$ cat config.mk
export PLATFORM = sky130hd
export DESIGN_NAME = ahb_mtx_input_stage
export DESIGN_NICKNAME = d
export VERILOG_FILES = /design/src/rtl/ahb_mtx_input_stage.sv
export SDC_FILE = /design/constraint.sdc
export NUM_CORES = 1
export LEC_CHECK = 0
export ABC_AREA = 1
export BUFFER_PORTS_ARGS = -buffer_cell sky130_fd_sc_hd__buf_2
export CAP_MARGIN = 5
export CORE_ASPECT_RATIO = 2
export CORE_UTILIZATION = 49
export DETAILED_ROUTE_END_ITERATION = 10
export PLACE_DENSITY = 0.86
export SLEW_MARGIN = 0
export SYNTH_ARGS = -nofsm -noshare
export SYNTH_HDL_FRONTEND = slang
export SYNTH_SLANG_ARGS = --single-unit
$ cat constraint.sdc
create_clock -name HCLK -period 1.4 [get_ports HCLK]
set_input_delay 0.14 -clock HCLK [delete_from_list [all_inputs] [get_ports HCLK]]
set_output_delay 0.14 -clock HCLK [all_outputs]
set_load 0.005 [all_outputs]
$ cat src/rtl/ahb_mtx_input_stage.sv
// -----------------------------------------------------------------------------
// ahb_mtx_input_stage
//
// Master-side input stage of an AHB bus matrix. It watches one master's
// address phase, requests an output port from the arbiter and tracks whether
// this port currently owns a data phase on the selected output stage.
//
// If the address phase arrives while the arbiter has not granted the port,
// the address phase is captured into hold registers. The master is stalled
// (HREADYOUTS=0) until the grant arrives. While a data phase is active, the
// response of the data-phase output stage is returned to the master.
//
// Ports
//   HCLK, HRESET      clock, synchronous active-high reset
//   HSELS .. HREADYS  master-side address phase and system HREADY
//   HREADYOUTS/HRESPS ready and response returned to the master
//   HADDRI .. HMASTLOCKI
//                     address phase presented to the output stages
//   req               request to the arbiter (address phase present)
//   grant             output stage accepted this port's address this cycle
//   hready_mux        HREADY from the data-phase output stage
//   hresp_mux         HRESP from the data-phase output stage
//   data_phase        this port owns a data phase
// -----------------------------------------------------------------------------
module ahb_mtx_input_stage (
   input  logic        HCLK,
   input  logic        HRESET,
   input  logic        HSELS,
   input  logic [31:0] HADDRS,
   input  logic [1:0]  HTRANSS,
   input  logic        HWRITES,
   input  logic [2:0]  HSIZES,
   input  logic [2:0]  HBURSTS,
   input  logic [3:0]  HPROTS,
   input  logic        HMASTLOCKS,
   input  logic        HREADYS,
   output logic        HREADYOUTS,
   output logic        HRESPS,
   output logic [31:0] HADDRI,
   output logic [1:0]  HTRANSI,
   output logic        HWRITEI,
   output logic [2:0]  HSIZEI,
   output logic [2:0]  HBURSTI,
   output logic [3:0]  HPROTI,
   output logic        HMASTLOCKI,
   output logic        req,
   input  logic        grant,
   input  logic        hready_mux,
   input  logic        hresp_mux,
   output logic        data_phase
);

   typedef enum logic [1:0] {
      IDLE = 2'd0,
      PEND = 2'd1,
      DATA = 2'd2
   } state_t;

   localparam logic [1:0] TRANS_IDLE = 2'b00;

   state_t      state;
   state_t      state_nxt;
   logic        new_trans;
   logic        accept;
   logic        capture;

   logic [31:0] hold_addr;
   logic [1:0]  hold_trans;
   logic        hold_write;
   logic [2:0]  hold_size;
   logic [2:0]  hold_burst;
   logic [3:0]  hold_prot;
   logic        hold_lock;

   // Only NONSEQ and SEQ carry a transfer; BUSY and IDLE get the
   // zero-wait OKAY from the IDLE state without involving the arbiter.
   assign new_trans = HSELS & HREADYS & HTRANSS[1];

   // The port can start a new address phase when it is idle or when its
   // current data phase completes this cycle (back-to-back pipelining).
   assign accept = (state == IDLE) | ((state == DATA) & hready_mux);

   // -------------------------------------------------------------------------
   // Next-state logic
   // -------------------------------------------------------------------------
   always_comb begin
      // NOTE: every signal driven here gets a default first, so no path
      // leaves it unassigned and no latch is inferred.
      state_nxt = state;
      capture   = 1'b0;
      if (state == PEND) begin
         if (grant) begin
            state_nxt = DATA;
         end
      end else if (accept) begin
         if (new_trans) begin
            if (grant) begin
               state_nxt = DATA;
            end else begin
               state_nxt = PEND;
               capture   = 1'b1;
            end
         end else begin
            state_nxt = IDLE;
         end
      end
   end

   // -------------------------------------------------------------------------
   // State register and hold registers
   // -------------------------------------------------------------------------
   // NOTE: state uses non-blocking assignments so every register samples the
   // pre-edge values regardless of statement order.
   always_ff @(posedge HCLK) begin
      if (HRESET) begin
         state <= IDLE;
      end else begin
         state <= state_nxt;
      end
   end

   // The hold registers are loaded only on entry to PEND. While in PEND the
   // master inputs are ignored, so a second capture can never occur.
   // NOTE: the hold registers are cleared on reset even though they are only
   // visible in PEND; this keeps the outputs deterministic after reset.
   always_ff @(posedge HCLK) begin
      if (HRESET) begin
         hold_addr  <= '0;
         hold_trans <= TRANS_IDLE;
         hold_write <= 1'b0;
         hold_size  <= '0;
         hold_burst <= '0;
         hold_prot  <= '0;
         hold_lock  <= 1'b0;
      end else if (capture) begin
         hold_addr  <= HADDRS;
         hold_trans <= HTRANSS;
         hold_write <= HWRITES;
         hold_size  <= HSIZES;
         hold_burst <= HBURSTS;
         hold_prot  <= HPROTS;
         hold_lock  <= HMASTLOCKS;
      end
   end

   // -------------------------------------------------------------------------
   // Outputs
   // -------------------------------------------------------------------------
   always_comb begin
      HADDRI     = HADDRS;
      HTRANSI    = (HSELS & HREADYS) ? HTRANSS : TRANS_IDLE;
      HWRITEI    = HWRITES;
      HSIZEI     = HSIZES;
      HBURSTI    = HBURSTS;
      HPROTI     = HPROTS;
      HMASTLOCKI = HMASTLOCKS;
      HREADYOUTS = 1'b1;
      HRESPS     = 1'b0;
      data_phase = 1'b0;
      unique case (state)
         PEND: begin
            HADDRI     = hold_addr;
            HTRANSI    = hold_trans;
            HWRITEI    = hold_write;
            HSIZEI     = hold_size;
            HBURSTI    = hold_burst;
            HPROTI     = hold_prot;
            HMASTLOCKI = hold_lock;
            HREADYOUTS = 1'b0;
         end
         DATA: begin
            // Both cycles of a two-cycle ERROR response pass straight through.
            HREADYOUTS = hready_mux;
            HRESPS     = hresp_mux;
            data_phase = 1'b1;
         end
         default: begin
            HREADYOUTS = 1'b1;
         end
      endcase
   end

   assign req = (state == PEND) | new_trans;

endmodule

# After elaboration in Yosys (flattened, before gate mapping)
# Index checks and enable logic that the tools add are counted.
[op_classes]
eq_ne = 3
n_mux = 20
n_bitwise = 5
reduce_logical = 3
[op_table]
columns = ["operator", "n"]
rows = [
  ["$mux W32", 1],
  ["$mux W2", 7],
  ["$mux W1", 8],
  ["$mux W3", 2],
  ["$mux W4", 1],
  ["$and A1 B1 Y1", 3],
  ["$eq A2 B1 Y1 const B", 1],
  ["$eq A2 B2 Y1 const B", 1],
  ["$logic_not A2 Y1", 1],
  ["$ne A2 B2 Y1 const B", 1],
  ["$or A1 B1 Y1", 2],
  ["$pmux W1 S2", 1],
  ["$reduce_and A2 Y1", 1],
  ["$reduce_bool A2 Y1", 1],
]
[word_totals]
reg_bits = 48
input_bits = 53
output_inout_bits = 50
wordCells = 39

# Depth between registers and ports, before layout
[depth]
word_depth = 5
mapped_depth = 8
mapped_depth_nobuf = 6

# Worst setup path after synthesis
# No wires, ideal clock.
[synth_path]
kind = "flip-flop to flip-flop"
startpoint = "reg state[1]"
endpoint = "reg hold_addr[11]"
setup_ns = 0.113
arrival_ns = 1.013
required_ns = 1.287
setup_slack_ns = 0.275
path_stages_with_launch = 6
n_path_buf = 1
synth_period_minus_slack_ns = 1.125
cell_sequence = "dfxtp_1 -> a21oi_2 -> buf_6 -> nand3_1 -> nand2_1 -> nor2_1"
[synth_via]
elab_chain_len = 5
elab_cells_between_ends = 7
cone_classes = "eq/ne: 2; mux: 2; bitwise: 2; reduce/logical: 1"
[synth_lines]
columns = ["element", "line", "text"]
rows = [
  ["start, declared", "61", "state_t state;"],
  ["start signal, assigned", "118", "state <= state_nxt;"],
  ["$eq A2 B2 Y1", "81", "assign accept = (state == IDLE) | ((state == DATA) & hready_mux);"],
  ["$and A1 B1 Y1", "81", ""],
  ["$or A1 B1 Y1", "81", ""],
  ["$mux W1", "95", "end else if (accept) begin"],
  ["$mux W1 (*)", "91", "if (state == PEND) begin"],
  ["end signal, assigned", "128", "hold_addr <= '0;"],
  ["end signal, assigned", "136", "hold_addr <= HADDRS;"],
  ["end, declared", "67", "logic [31:0] hold_addr;"],
]
# Every way passes the cells marked *; elsewhere a longest branch is shown, timed or not.
# A chain may end at the register's enable or synchronous reset.

# Final worst setup path
[layout_path]
startpoint = "reg state[1]"
endpoint = "out HADDRI[30]"
[layout_via]
elab_chain_len = 2
[layout_lines]
columns = ["element", "line", "text"]
rows = [
  ["$eq A2 B1 Y1", "160", "unique case (state)"],
  ["$mux W32", "160", ""],
  ["end, declared", "39", "output logic [31:0] HADDRI,"],
]
# No other way between the ends.

==> flow_summary.yaml <==
sta:
  finalClockSkew_ps: 4.96
  setup_viol: 46
  fin_hold_ws_ps: 61.9
  fin_crit_ps: 1510
  slew_violations: 0
  tns_ps: -2620
  worst_pin_slew_ps: 269
  fin_crit_sh_pct: 108
  max_freq_mhz: 663
  slew_headroom_pct: 82.0
  rsz0062_at_grt: "true"
  hold_viol: 0
  worst_slack_ps: -109
clock_network:
  cts.sinks: 48
  cts_htree_levels: 2
  path_clk_slew_ps: 80
  cts_max_path_buffers: 2
  root_buffer: "clkbuf_8"
  clkLatencyLatePin_ps: 290
  numCtsBuffers: 5
  cts_tree: "built"
worst_setup_path:
  cp_slowest_cell: "dfxtp_2"
  crit_chain: "inv_4 > nand2_8 > clkinv_8 > clkbuf_16 > o21ai_2 > buf_2"
  crit_arrival_ps: 1370
  r2r_slack_ps: 80
  startpoint_type: "flop"
  cp-end-kind: "output pin"
  slowest_delay_ps: 360
  critical_path_required_ps: 1260
  path_class: "flop to output pin"
  worstPathMaxFanout: 5
placed_design:
  placed_cell_area_sq_um: 3150
  place.gp.congestion: 0.797
  dpl.hpwl_um: 4670
  port_buffers: 102
  dp_slack_ps: 110
yosys:
  synth_seq_cells: 48
  synthesis.area_sq_um: 2590
  synth_nets: 470
  synth_warnings: 0
  syn_avg_cell_area_sq_um: 6.21
  synth_cells: 417
  ys_seq_area_share_pct: 37.1
  yosysUniqueCellTypes: 18
global_routing:
  antenna_found_initial: 0
  grt_usage_pct: 25.2
  gr-total-overflow: 0
  grt_pass1_wl_um: 10800
  grt_max_degree: 48
  grt_pass1_vias: 2641
layout:
  fillers: 437
  diodes: 0
  syn_to_final_growth_pct: 42.0
  final_nets: 578
  design_area_sq_um: 3670
  layout-drive-gt1-share_pct: 33.7
detailed_routing:
  wire_per_inst_um: 13.3
  vias_per_cell: 5.23
  first_pass_iters: 5
  vias: 3041
  ant_nets: 0
  drc: 0
  routed_wl_um: 7740
  detail_route.iter0.violations: 89
die:
  die_y_um: 105
  ioPinCount: 103
  dieArea_sq_um: 5600
  core_sq_um: 5090
  die_w_um: 53.4
  rows: 37
  start_util_pct: 50.8
run:
  maxCapViolCount: 0
pwr:
  power.density_nw_per_um2: 737
  vdd_drop_max_mv: 1.04
  leakage_nw: 1.82
status:
  outcome: "complete, but fails checks"
  violations: "setup timing"
worst_hold_path:
  hold_class: "input pin to flop"
-- synthesized netlist by cell type --
master    count  area (sq um)
nand2_1      95           357
nor2_1       95           357
inv_1        49           184
dfxtp_1      48           961
o21ai_0      48           240
nand3_1      46           230
buf_6        11           124
buf_2        10          50.1
clkbuf_1      4          15.0
inv_2         2          7.51
nor2_2        2          12.5
a21oi_1       1          5.00
a21oi_2       1          8.76
and3_1        1          6.26
buf_4         1          7.51
nand3_2       1          10.0
nand4_1       1          6.26
o21a_1        1          7.51
-- worst max-delay path: cells and delay by family, from the launching register on --
| kind | cells | cell delay [ps] |
|---|---|---|
| buffers and inverters | 4 | 460 |
| AOI/OAI and AO/OA | 1 | 130 |
| DFF | 1 | 360 |
| and+or+nand+nor | 1 | 110 |
-- layout by cell type (no fill, tap or decap), types with 5 or more instances in the layout --
master     count
buf_2        102
buf_12         6
o21ai_1       22
clkbuf_16      7
clkbuf_8       5
buf_4          7
inv_1         47
nor2_1        95
nand3_1       46
nand2_1       83
dfxtp_1       46
nand2_2        7
o21ai_2       20
-- repair_timing --
item,in CTS,in global routing
hold endpoints to repair,0,0
setup buffers,1,1
gates resized for setup,55,46
hold buffers,0,0
pin swaps,1,2
setup endpoints to repair,47,94
cloned,2,10
-- power breakdown --
group          total [W]  switching (W)  internal, W
logic           0.000531       0.000280     0.000251
clock network   0.000737       0.000414     0.000323
registers        0.00144      0.0000282      0.00141
-- layout make-up --
cell class                      count  area [sq um]  share of cell area (%)
Clock buffer                        5          68.8                    1.87
Sequential cell                    48           963                    26.2
Tap cell                           58          72.6                    1.97
Timing Repair inverter              2          20.0                   0.545
Multi-Input combinational cell    292          1420                    38.6
Inverter                           51           206                    5.62
Timing Repair Buffer              125           925                    25.2
-- metrics by stage --
step           cells  power, W  utilization, %
4_1_cts          571   0.00265            65.3
5_1_grt          581   0.00282            72.2
6_report         581   0.00271            72.2
2_1_floorplan    417   0.00172               -
3_3_place_gp     563   0.00190            61.8
3_5_place_dp     563   0.00192            61.8
-- state kept, by name (all words and copies together), names as in the netlist --
register and flops:
hold_burst 3, hold_trans 2, state 2, hold_write 1, hold_prot 4, hold_lock 1
hold_size 3, hold_addr 32
-- cells by family (layout without fill, tap and decap cells) --
logic type / Yosys count / in the layout / share of synthesized area (%)
compound gates: 51 / 51 / 10.1
buf+inv: 77 / 183 / 15.0
flops: 48 / 48 / 37.1
simple gates: 241 / 241 / 37.8
-- final timing paths --
kind,cells past startpoint,endpoint,start
worst max-delay path,6,HADDRI[30],state[1]
worst min-delay path,2,state[1],HRESET
worst min register to register,2,hold_addr[6],hold_addr[6]
worst max register to register,7,hold_addr[30],state[0]
-- per-layer routing --
metal	part of all wire (%)	global-route usage, %	up-vias
met3	4.3	3.78	19
met1	35	25.5	1417
li1	-	-	1499
met2	57	46.4	106
met4	3.2	11.8	0
met5	0	0	-
(Power assumes the default switching activity.)
